`src/rtl/vga_timing_gen_if.sv`:
```
// Pixel bus between the VGA timing generator and the drawing logic / display side.
interface vga_timing_gen_if;
  logic [23:0] color;
  logic [15:0] pixel_x;
  logic [15:0] pixel_y;
  logic        pix_en;
  logic        hsync;
  logic        vsync;
  logic [7:0]  red;
  logic [7:0]  green;
  logic [7:0]  blue;
  logic        video_on;
  logic        frame_start;
  logic [15:0] frame_count;

  modport master (
    input  color,
    output pixel_x, pixel_y, pix_en, hsync, vsync,
    output red, green, blue, video_on, frame_start, frame_count
  );

  modport slave (
    output color,
    input  pixel_x, pixel_y, pix_en, hsync, vsync,
    input  red, green, blue, video_on, frame_start, frame_count
  );
endinterface

```
`src/rtl/vga_timing_gen.sv`:
```
// VGA raster timing: pixel-rate divider, x/y counters, registered sync/colour stage
// delayed one pixel behind the counters, frame start strobe and frame counter.
module vga_timing_gen #(
  parameter int unsigned H_VISIBLE = 640,
  parameter int unsigned H_FP      = 16,
  parameter int unsigned H_SYNC    = 96,
  parameter int unsigned H_BP      = 48,
  parameter int unsigned V_VISIBLE = 480,
  parameter int unsigned V_FP      = 10,
  parameter int unsigned V_SYNC    = 2,
  parameter int unsigned V_BP      = 33,
  parameter int unsigned CLK_DIV   = 2
) (
  input  logic             clk,
  input  logic             rst,
  vga_timing_gen_if.master vga
);

  localparam int unsigned H_TOTAL  = H_VISIBLE + H_FP + H_SYNC + H_BP;
  localparam int unsigned V_TOTAL  = V_VISIBLE + V_FP + V_SYNC + V_BP;
  localparam int unsigned HS_START = H_VISIBLE + H_FP;
  localparam int unsigned HS_END   = H_VISIBLE + H_FP + H_SYNC - 1;
  localparam int unsigned VS_START = V_VISIBLE + V_FP;
  localparam int unsigned VS_END   = V_VISIBLE + V_FP + V_SYNC - 1;
  localparam int unsigned DIV_W    = $clog2(CLK_DIV);
  localparam int unsigned CNT_W    = 16;

  logic [DIV_W-1:0] div_q;
  logic             pix_en_q;
  logic [CNT_W-1:0] x_q;
  logic [CNT_W-1:0] y_q;
  logic [CNT_W-1:0] frame_count_q;
  logic             frame_start_q;
  logic             hsync_q;
  logic             vsync_q;
  logic             video_on_q;
  logic [7:0]       red_q;
  logic [7:0]       green_q;
  logic [7:0]       blue_q;

  logic x_last_c;
  logic y_last_c;
  logic visible_c;
  logic hsync_c;
  logic vsync_c;

  // Decode of the coordinate currently held in the counters.
  always_comb begin
    x_last_c  = 1'b0;
    y_last_c  = 1'b0;
    visible_c = 1'b0;
    hsync_c   = 1'b1;
    vsync_c   = 1'b1;
    x_last_c  = (x_q == CNT_W'(H_TOTAL - 1));
    y_last_c  = (y_q == CNT_W'(V_TOTAL - 1));
    visible_c = (x_q < CNT_W'(H_VISIBLE)) && (y_q < CNT_W'(V_VISIBLE));
    if ((x_q >= CNT_W'(HS_START)) && (x_q <= CNT_W'(HS_END))) hsync_c = 1'b0;
    if ((y_q >= CNT_W'(VS_START)) && (y_q <= CNT_W'(VS_END))) vsync_c = 1'b0;
  end

  // pix_en is registered one cycle early so it is high exactly while div_q == CLK_DIV-1.
  always_ff @(posedge clk or negedge rst) begin
    if (!rst) begin
      div_q    <= '0;
      pix_en_q <= 1'b0;
    end else begin
      if (div_q == DIV_W'(CLK_DIV - 1)) div_q <= '0;
      else                              div_q <= div_q + DIV_W'(1);
      pix_en_q <= (div_q == DIV_W'(CLK_DIV - 2));
    end
  end

  // Raster counters advance on pixel strobes; the output stage lags them by one pixel.
  always_ff @(posedge clk or negedge rst) begin
    if (!rst) begin
      x_q           <= '0;
      y_q           <= '0;
      frame_count_q <= '0;
      frame_start_q <= 1'b0;
      hsync_q       <= 1'b1;
      vsync_q       <= 1'b1;
      video_on_q    <= 1'b0;
      red_q         <= '0;
      green_q       <= '0;
      blue_q        <= '0;
    end else begin
      frame_start_q <= pix_en_q & x_last_c & y_last_c;
      if (pix_en_q) begin
        if (x_last_c) begin
          x_q <= '0;
          if (y_last_c) begin
            y_q           <= '0;
            frame_count_q <= frame_count_q + CNT_W'(1);
          end else begin
            y_q <= y_q + CNT_W'(1);
          end
        end else begin
          x_q <= x_q + CNT_W'(1);
        end
        hsync_q    <= hsync_c;
        vsync_q    <= vsync_c;
        video_on_q <= visible_c;
        red_q      <= visible_c ? vga.color[23:16] : 8'h00;
        green_q    <= visible_c ? vga.color[15:8]  : 8'h00;
        blue_q     <= visible_c ? vga.color[7:0]   : 8'h00;
      end
    end
  end

  assign vga.pixel_x     = x_q;
  assign vga.pixel_y     = y_q;
  assign vga.pix_en      = pix_en_q;
  assign vga.hsync       = hsync_q;
  assign vga.vsync       = vsync_q;
  assign vga.video_on    = video_on_q;
  assign vga.red         = red_q;
  assign vga.green       = green_q;
  assign vga.blue        = blue_q;
  assign vga.frame_start = frame_start_q;
  assign vga.frame_count = frame_count_q;

endmodule
```
`src/flat_wrapper.sv`:
```
// flat-port wrapper written by rule: the top's interface ports become plain ports
module vga_timing_gen_flat 
#(
  parameter int unsigned H_VISIBLE = 640,
  parameter int unsigned H_FP      = 16,
  parameter int unsigned H_SYNC    = 96,
  parameter int unsigned H_BP      = 48,
  parameter int unsigned V_VISIBLE = 480,
  parameter int unsigned V_FP      = 10,
  parameter int unsigned V_SYNC    = 2,
  parameter int unsigned V_BP      = 33,
  parameter int unsigned CLK_DIV   = 2
)
  (clk, rst, vga_color, vga_pixel_x, vga_pixel_y, vga_pix_en, vga_hsync, vga_vsync, vga_red, vga_green, vga_blue, vga_video_on, vga_frame_start, vga_frame_count);
  vga_timing_gen_if vga_i ();
  input  logic clk;
  input  logic rst;
  input wire logic [$bits(vga_i.color)-1:0] vga_color;
  output wire logic [$bits(vga_i.pixel_x)-1:0] vga_pixel_x;
  output wire logic [$bits(vga_i.pixel_y)-1:0] vga_pixel_y;
  output wire logic [$bits(vga_i.pix_en)-1:0] vga_pix_en;
  output wire logic [$bits(vga_i.hsync)-1:0] vga_hsync;
  output wire logic [$bits(vga_i.vsync)-1:0] vga_vsync;
  output wire logic [$bits(vga_i.red)-1:0] vga_red;
  output wire logic [$bits(vga_i.green)-1:0] vga_green;
  output wire logic [$bits(vga_i.blue)-1:0] vga_blue;
  output wire logic [$bits(vga_i.video_on)-1:0] vga_video_on;
  output wire logic [$bits(vga_i.frame_start)-1:0] vga_frame_start;
  output wire logic [$bits(vga_i.frame_count)-1:0] vga_frame_count;
  assign vga_i.color = vga_color;
  assign vga_pixel_x = vga_i.pixel_x;
  assign vga_pixel_y = vga_i.pixel_y;
  assign vga_pix_en = vga_i.pix_en;
  assign vga_hsync = vga_i.hsync;
  assign vga_vsync = vga_i.vsync;
  assign vga_red = vga_i.red;
  assign vga_green = vga_i.green;
  assign vga_blue = vga_i.blue;
  assign vga_video_on = vga_i.video_on;
  assign vga_frame_start = vga_i.frame_start;
  assign vga_frame_count = vga_i.frame_count;
  vga_timing_gen #(.H_VISIBLE(H_VISIBLE), .H_FP(H_FP), .H_SYNC(H_SYNC), .H_BP(H_BP), .V_VISIBLE(V_VISIBLE), .V_FP(V_FP), .V_SYNC(V_SYNC), .V_BP(V_BP), .CLK_DIV(CLK_DIV)) u_core (.clk(clk), .rst(rst), .vga(vga_i));
endmodule
```
`config.mk`:
```
export PLATFORM = sky130hd
export DESIGN_NAME = vga_timing_gen_flat
export DESIGN_NICKNAME = d
export VERILOG_FILES = /design/src/rtl/vga_timing_gen_if.sv /design/src/rtl/vga_timing_gen.sv /design/src/flat_wrapper.sv
export SDC_FILE = /design/constraint.sdc
export NUM_CORES = 1
export LEC_CHECK = 0
export ABC_CLOCK_PERIOD_IN_PS = 5600
export BUFFER_PORTS_ARGS = -buffer_cell sky130_fd_sc_hd__buf_2
export CAP_MARGIN = 20
export CORE_MARGIN = 2
export CORE_UTILIZATION = 44
export CTS_CLUSTER_DIAMETER = 150
export DETAILED_ROUTE_END_ITERATION = 10
export PLACE_DENSITY = 0.69
export REMOVE_ABC_BUFFERS = 1
export SLEW_MARGIN = 40
export SYNTH_ARGS = -nofsm -noshare
export SYNTH_HDL_FRONTEND = slang
export SYNTH_SLANG_ARGS = --single-unit
```
`constraint.sdc`:
```
create_clock -name clk -period 5.6 [get_ports clk]
set_input_delay 0.28 -clock clk [delete_from_list [all_inputs] [get_ports clk]]
set_output_delay 0.28 -clock clk [all_outputs]
set_load 0.01 [all_outputs]
```
==> results of run 1 <==
-- logic make-up after synthesis --
| kind of cell | share of synthesized area [%] |
|---|---|
| buffers and inverters | 3.90 |
| adders and majority gates | 2.07 |
| muxes | 1.17 |
| AOI/OAI and AO/OA | 9.61 |
| DFF | 53.3 |
| xor gates and xnor gates | 8.47 |
| and+or+nand+nor | 21.5 |
-- per-layer routing --
| layer | track usage (%) | vias up |
|---|---|---|
| met3 | 3.83 | 8 |
| met2 | 30.3 | 80 |
| met5 | 0 | - |
| li1 | - | 1390 |
| met4 | 6.88 | 0 |
| met1 | 26.3 | 1428 |
-- final timing paths --
path                                                        startpoint                                     end  slack [ns]
max in group asynchronous                                          rst       u_core.vga.pixel_y[8]$_DFFE_PN0P_        4.60
worst min-delay path                                     vga_color[20]           u_core.vga.red[4]$_DFFE_PN0P_        0.14
worst max register to register                  u_core.div_q$_DFF_PN0_   u_core.vga.frame_count[1]$_DFFE_PN0P_        3.12
worst max-delay path                            u_core.div_q$_DFF_PN0_   u_core.vga.frame_count[1]$_DFFE_PN0P_        3.12
worst min register to register  u_core.vga.frame_count[15]$_DFFE_PN0P_  u_core.vga.frame_count[15]$_DFFE_PN0P_        0.48
min in group asynchronous                                          rst  u_core.vga.frame_count[10]$_DFFE_PN0P_        0.50
-- per-stage QoR --
stage	instances	cell area [µm²]	hold WS (ns)
2_1_floorplan	311	3550	-0.0156
3_3_place_gp	519	4200	0.459
3_5_place_dp	519	4200	0.358
4_1_cts	536	4430	0.128
5_1_grt	536	4440	0.129
6_report	536	4440	0.139
-- power breakdown --
part | total [mW] | switching, mW | internal [mW]
combinational | 0.0409 | 0.0220 | 0.0188
sequential | 0.569 | 0.00489 | 0.564
clock | 0.449 | 0.214 | 0.235
total | 1.06 | 0.241 | 0.818
-- layout make-up --
type                       instances  area, µm²
inverter                          18       67.6
sequential                        77       1930
clock inverter                     5       63.8
timing repair buffer             104        534
tap                              105        131
clock buffer                      11        151
multi-input combinational        216       1560
fill                             770       3660
-- placed cells by master (no fill, tap or decap), types with 2 or more instances in the layout --
cell,instances
and3_1,4
dfstp_2,2
xnor2_1,16
nor4_2,2
ha_1,6
or3_1,3
clkbuf_8,11
a21oi_1,4
o21ai_0,10
or4_1,2
mux2_2,2
nor4_1,11
a22o_1,24
nand3_1,21
nor3_1,13
and4_1,4
xor2_1,19
nand2_1,17
mux2i_1,2
inv_6,3
nand4b_1,5
a211oi_1,5
nor2_1,14
inv_1,17
nand4_1,16
dfrtp_1,75
buf_2,101
-- cells in the mapped netlist, drive strengths merged --
cell / count / area [µm²]
clkinv: 1 / 3.75
and2: 1 / 6.26
and4: 4 / 35.0
a21o: 1 / 7.51
nor3: 14 / 75.1
nand4: 17 / 113
dfstp: 2 / 52.6
and4bb: 1 / 12.5
nor4b: 3 / 47.5
or4b: 1 / 10.0
nor2: 14 / 52.6
mux2i: 2 / 20.0
mux2: 2 / 22.5
clkbuf: 8 / 30.0
inv: 17 / 63.8
nand2: 17 / 63.8
buf: 8 / 43.8
and3: 4 / 25.0
or4: 2 / 15.0
a22o: 24 / 210
or2: 1 / 6.26
o31ai: 1 / 7.51
nand3: 21 / 105
a21oi: 4 / 20.0
a211oi: 5 / 37.5
xnor2: 16 / 140
ha: 6 / 75.1
o22ai: 1 / 6.26
nand4b: 6 / 67.6
or3: 3 / 18.8
dfrtp: 75 / 1880
nor4: 14 / 115
o21ai: 10 / 50.1
and4b: 1 / 10.0
o2111ai: 1 / 8.76
xor2: 19 / 166
-- state kept, by name, summed over array words and instances, names as in the netlist --
signal and flops:
u_core.div_q 1, u_core.vga.blue 8, u_core.vga.frame_count 16, u_core.vga.frame_start 1, u_core.vga.green 8, u_core.vga.hsync 1, u_core.vga.pixel_x 16, u_core.vga.pixel_y 16
u_core.vga.red 8, u_core.vga.video_on 1, u_core.vga.vsync 1
==> flow_summary_export.csv, run 1 <==
group,metric,value,unit
timing,maxSlewHeadroom,54.7,%
floorplanning,rows,33,
yosys,synthCells,327,
setup_path,startpoint_type,"flop",
timing,rsz0062_at_grt,"no",
min_path,holdCritPathClass,"in2reg",
cts,clockBufferDepth,2,
min_path,whs_path_depth,2,
layout,utilization,54.8,%
route,top_layer_used,"met4",
setup_path,crit_family,"simple AND/OR/NAND/NOR gates",
yosys,yosysWarnings,0,
timing,max_freq,0.403,GHz
timing,fin_crit,2.48,ns
timing,setup_tns,0,ns
layout,syn2layout_area_growth,22.5,%
layout,drive_gt1_share,31.1,%
yosys,syn_area,3620,µm²
grt,overflow,0,
timing,fin_ws,3.12,ns
route,wl_met2,4.04,mm
route,via_per_inst,5.42,
place,gp_routability_congestion,0.814,
route,drtPass1Iterations,5,
place,dp_hpwl,5.81,mm
cts,cts_buffers,9,
floorplanning,die_h,94.7,µm
grt,antenna_found_initial,0,
route,route.met3.wl,381,µm
pwr,power,1.06,mW
cts,cts_resized,0,
setup_path,path_cells,"nand4_1 -> nand4b_4 -> nor2_1 -> mux2_2",
setup_path,max_stage_delay,0.63,ns
timing,hold_violations,0,
setup_path,crit_type,"reg2reg",
pwr,power_density,239,nW/µm²
run,maxCapViolCount,0,
cts,clk_latency,0.35,ns
cts,cts_tree,"done",
place,port_buffers,102,
place,place_ws,3.12,ns
grt,grt_first_pass_wirelength,13.3,mm
route,via_count,2906,
setup_path,worst_setup_path_end_kind,"flop",
route,first_iter_violations,139,
cts,htreeDepth,3,
timing,worst_slew_pin_slew,0.679,ns
timing,fin_worst_skew,0.0202,ns
setup_path,crit_required,5.84,ns
timing,final_max_slew_viol_count,0,
route,wl_met1,3.76,mm
floorplanning,dieArea,8970,µm²
cts,path_clk_slew,0.09,ns
grt,grt_pass1_vias,2706,
layout,final_nets,458,
floorplanning,coreArea,8090,µm²
grt,grt_max_degree,78,
timing,finalSetupViolCount,0,
pwr,leakage,2.21,nW
yosys,syn_avg_cell_area,11.1,µm²
route,wl,8.29,mm
yosys,ys_seq_area_share,53.3,%
timing,finalCritPeriodShare,44.3,%
route,postRouteAntennaNets,0,
setup_path,cp_max_fo,19,
cts,numClockSinks,77,
floorplanning,start_util,44.7,%
setup_path,critical_path_buf_inv_count,0,
setup_path,worstRegToRegCells,4,
floorplanning,ios,103,
setup_path,crit_cells,4,
grt,grt_usage,19.2,%
cts,root_buffer,"clkbuf_8",
cts,post_cts.repair.setup_buffers,0,
setup_path,arrival,2.72,ns
setup_path,cp_slowest_cell,"dfrtp_1",
pwr,ir_worst_vdd,118,µV
route,drc_errors,0,
floorplanning,die_w,94.7,µm
layout,diodes,0,
cts,hold_buffers,1,
yosys,ys_ff_latch,77,
outcome,status,"completed",
yosys,ys_types,45,
route,wl_per_cell,15.5,µm
Note: power is estimated with default switching activity, not from simulation.
==> run 2: changes to the inputs <==
--- a/config.mk
+++ b/config.mk
@@ -5,7 +5,7 @@
 export SDC_FILE = /design/constraint.sdc
 export NUM_CORES = 1
 export LEC_CHECK = 0
-export ABC_CLOCK_PERIOD_IN_PS = 5600
+export ABC_CLOCK_PERIOD_IN_PS = 2450
 export BUFFER_PORTS_ARGS = -buffer_cell sky130_fd_sc_hd__buf_2
 export CAP_MARGIN = 20
 export CORE_MARGIN = 2
==> constraint.sdc (replaced) <==
create_clock -name clk -period 2.45 [get_ports clk]
set_input_delay 0.1225 -clock clk [delete_from_list [all_inputs] [get_ports clk]]
set_output_delay 0.1225 -clock clk [all_outputs]
set_load 0.01 [all_outputs]
==> run 2 against run 1 <==
Effect of this change:
- cell area increased by 6.7%
- wire length increased by 2.1%
- sequential power increased by 130%
- setup slack got worse by 2.7 ns
- utilization is 3.7 points higher
- final cell count increased by 5.6%
- fmax up 21%
- critical path depth up 3
- clock skew down 0.013 ns
- first-iteration DRC count rose by 22%
- via count increased by 4.5%
- flip-flop and latch count is the same
- critical path type unchanged
- critical endpoint unchanged
==> flow_summary_export.csv, run 2 (synthesis results as in run 1) <==
group,metric,value,unit
setup_path,path_cells,"inv_1 -> ha_1 -> nor4b_2 -> nand4_2 -> buf_4 -> nor2_1 -> mux2_2",
pwr,ir_worst_vdd,356,µV
layout,final_common_cell,"buf_2",
floorplanning,dieArea,8970,µm²
setup_path,crit_required,2.68,ns
place,placed_cell_area,4270,µm²
cts,clk_latency,0.34,ns
timing,max_freq,0.488,GHz
cts,root_buffer,"clkbuf_8",
layout,fin_area,4730,µm²
setup_path,startpoint,"u_core.vga.pixel_y[0]$_DFFE_PN0P_",
layout,drive_gt1_share,30.2,%
layout,fillers,706,
timing,fin_worst_skew,0.00723,ns
route,postRouteAntennaNets,0,
timing,rsz0062_at_grt,"no",
timing,fin_crit,2.05,ns
setup_path,crit_family,"simple AND/OR/NAND/NOR gates",
grt,grt_pass1_vias,2886,
timing,maxSlewHeadroom,54.5,%
timing,finalCritPeriodShare,83.7,%
floorplanning,coreArea,8090,µm²
floorplanning,die_h,94.7,µm
timing,setup_tns,0,ns
grt,overflow,0,
place,dp_hpwl,5.68,mm
route,drtPass1Iterations,4,
cts,path_clk_slew,0.08,ns
cts,cts_buffers,9,
timing,worst_slew_pin_slew,0.683,ns
place,place_ws,0.457,ns
layout,final_cells,566,
min_path,worstHoldStart,"vga_color[19]",
route,wl_met2,3.98,mm
route,wl_per_cell,15.0,µm
timing,final_max_slew_viol_count,0,
floorplanning,ios,103,
floorplanning,rows,33,
outcome,status,"completed",
setup_path,startpoint_type,"flop",
grt,grt_max_degree,78,
layout,syn2layout_area_growth,30.7,%
cts,numClockSinks,77,
floorplanning,start_util,44.7,%
place,gp_routability_congestion,0.794,
setup_path,max_stage_delay,0.44,ns
layout,diodes,0,
route,wl_met1,3.90,mm
floorplanning,die_w,94.7,µm
setup_path,worst_setup_path_end_kind,"flop",
cts,clockBufferDepth,2,
setup_path,r2r_slack,0.40,ns
place,port_buffers,102,
pwr,leakage,2.35,nW
route,first_iter_violations,170,
setup_path,reg2reg_from,"u_core.vga.pixel_y[0]$_DFFE_PN0P_",
place,dp.cells,526,
pwr,power_density,527,nW/µm²
timing,hold_violations,0,
cts,htreeDepth,3,
setup_path,critical_path_buf_inv_count,2,
route,route.met3.wl,479,µm
cts,post_cts.repair.setup_buffers,0,
timing,fin_ws,0.399,ns
timing,finalSetupViolCount,0,
setup_path,arrival,2.28,ns
route,via_per_inst,5.36,
setup_path,cp_max_fo,19,
run,maxCapViolCount,0,
setup_path,cp_slowest_cell,"dfrtp_1",
layout,final_nets,488,
route,drc_errors,0,
route,wl,8.46,mm
layout,layout_common_cells,"buf_2 (101), dfrtp_1 (75), a22o_1 (24), dlygate4sd3_1 (24), nand3_1 (21)",
setup_path,crit_type,"reg2reg",
grt,grt_usage,19.6,%
cts,cts_tree,"done",
min_path,holdCritPathClass,"in2reg",
route,via_count,3036,
route,top_layer_used,"met4",
grt,antenna_found_initial,0,
grt,grt_first_pass_wirelength,13.8,mm
run 2: final timing paths:
path,to,cells past startpoint
worst max-delay path,u_core.vga.frame_count[1]$_DFFE_PN0P_,7
worst min-delay path,u_core.vga.red[3]$_DFFE_PN0P_,2
worst max register to register,u_core.vga.frame_count[1]$_DFFE_PN0P_,7
worst min register to register,u_core.vga.frame_count[15]$_DFFE_PN0P_,1
max in group asynchronous,u_core.vga.pixel_y[2]$_DFFE_PN0P_,2
min in group asynchronous,u_core.vga.frame_count[15]$_DFFE_PN0P_,2
run 2: what timing repair did:
action,CTS,global route
hold buffers,24,0
resized for setup,0,0
endpoints found under the hold margin,98,0
run 2: area by class of cell:
| class | count | area, µm² | share of cell area [%] |
|---|---|---|---|
| Sequential cell | 77 | 1930 | 40.8 |
| Multi-Input combinational cell | 216 | 1550 | 32.8 |
| Timing Repair Buffer | 134 | 830 | 17.5 |
| Clock buffer | 12 | 155 | 3.28 |
| Tap cell | 105 | 131 | 2.78 |
| Clock inverter | 4 | 70.1 | 1.48 |
| Inverter | 18 | 67.6 | 1.43 |
run 2: report_power, final:
group | internal (mW) | switching [mW]
Combinational | 0.0669 | 0.0559
Clock | 0.627 | 0.441
Sequential | 1.29 | 0.0116
run 2: metrics by stage:
step           utilization, %  hold slack, ns  power (mW)
2_1_floorplan               -          -0.173        1.35
3_3_place_gp             52.7           0.334        1.42
3_5_place_dp             52.7           0.196        1.42
4_1_cts                  58.5      0.00000364        2.53
5_1_grt                  58.5          0.0178        2.60
6_report                 58.5          0.0180        2.49
run 2: per-layer routing:
| metal | vias up | global-route usage, % |
|---|---|---|
| li1 | 1448 | - |
| met1 | 1472 | 27.6 |
| met2 | 110 | 29.9 |
| met3 | 6 | 4.31 |
| met4 | 0 | 7.37 |
| met5 | - | 0 |
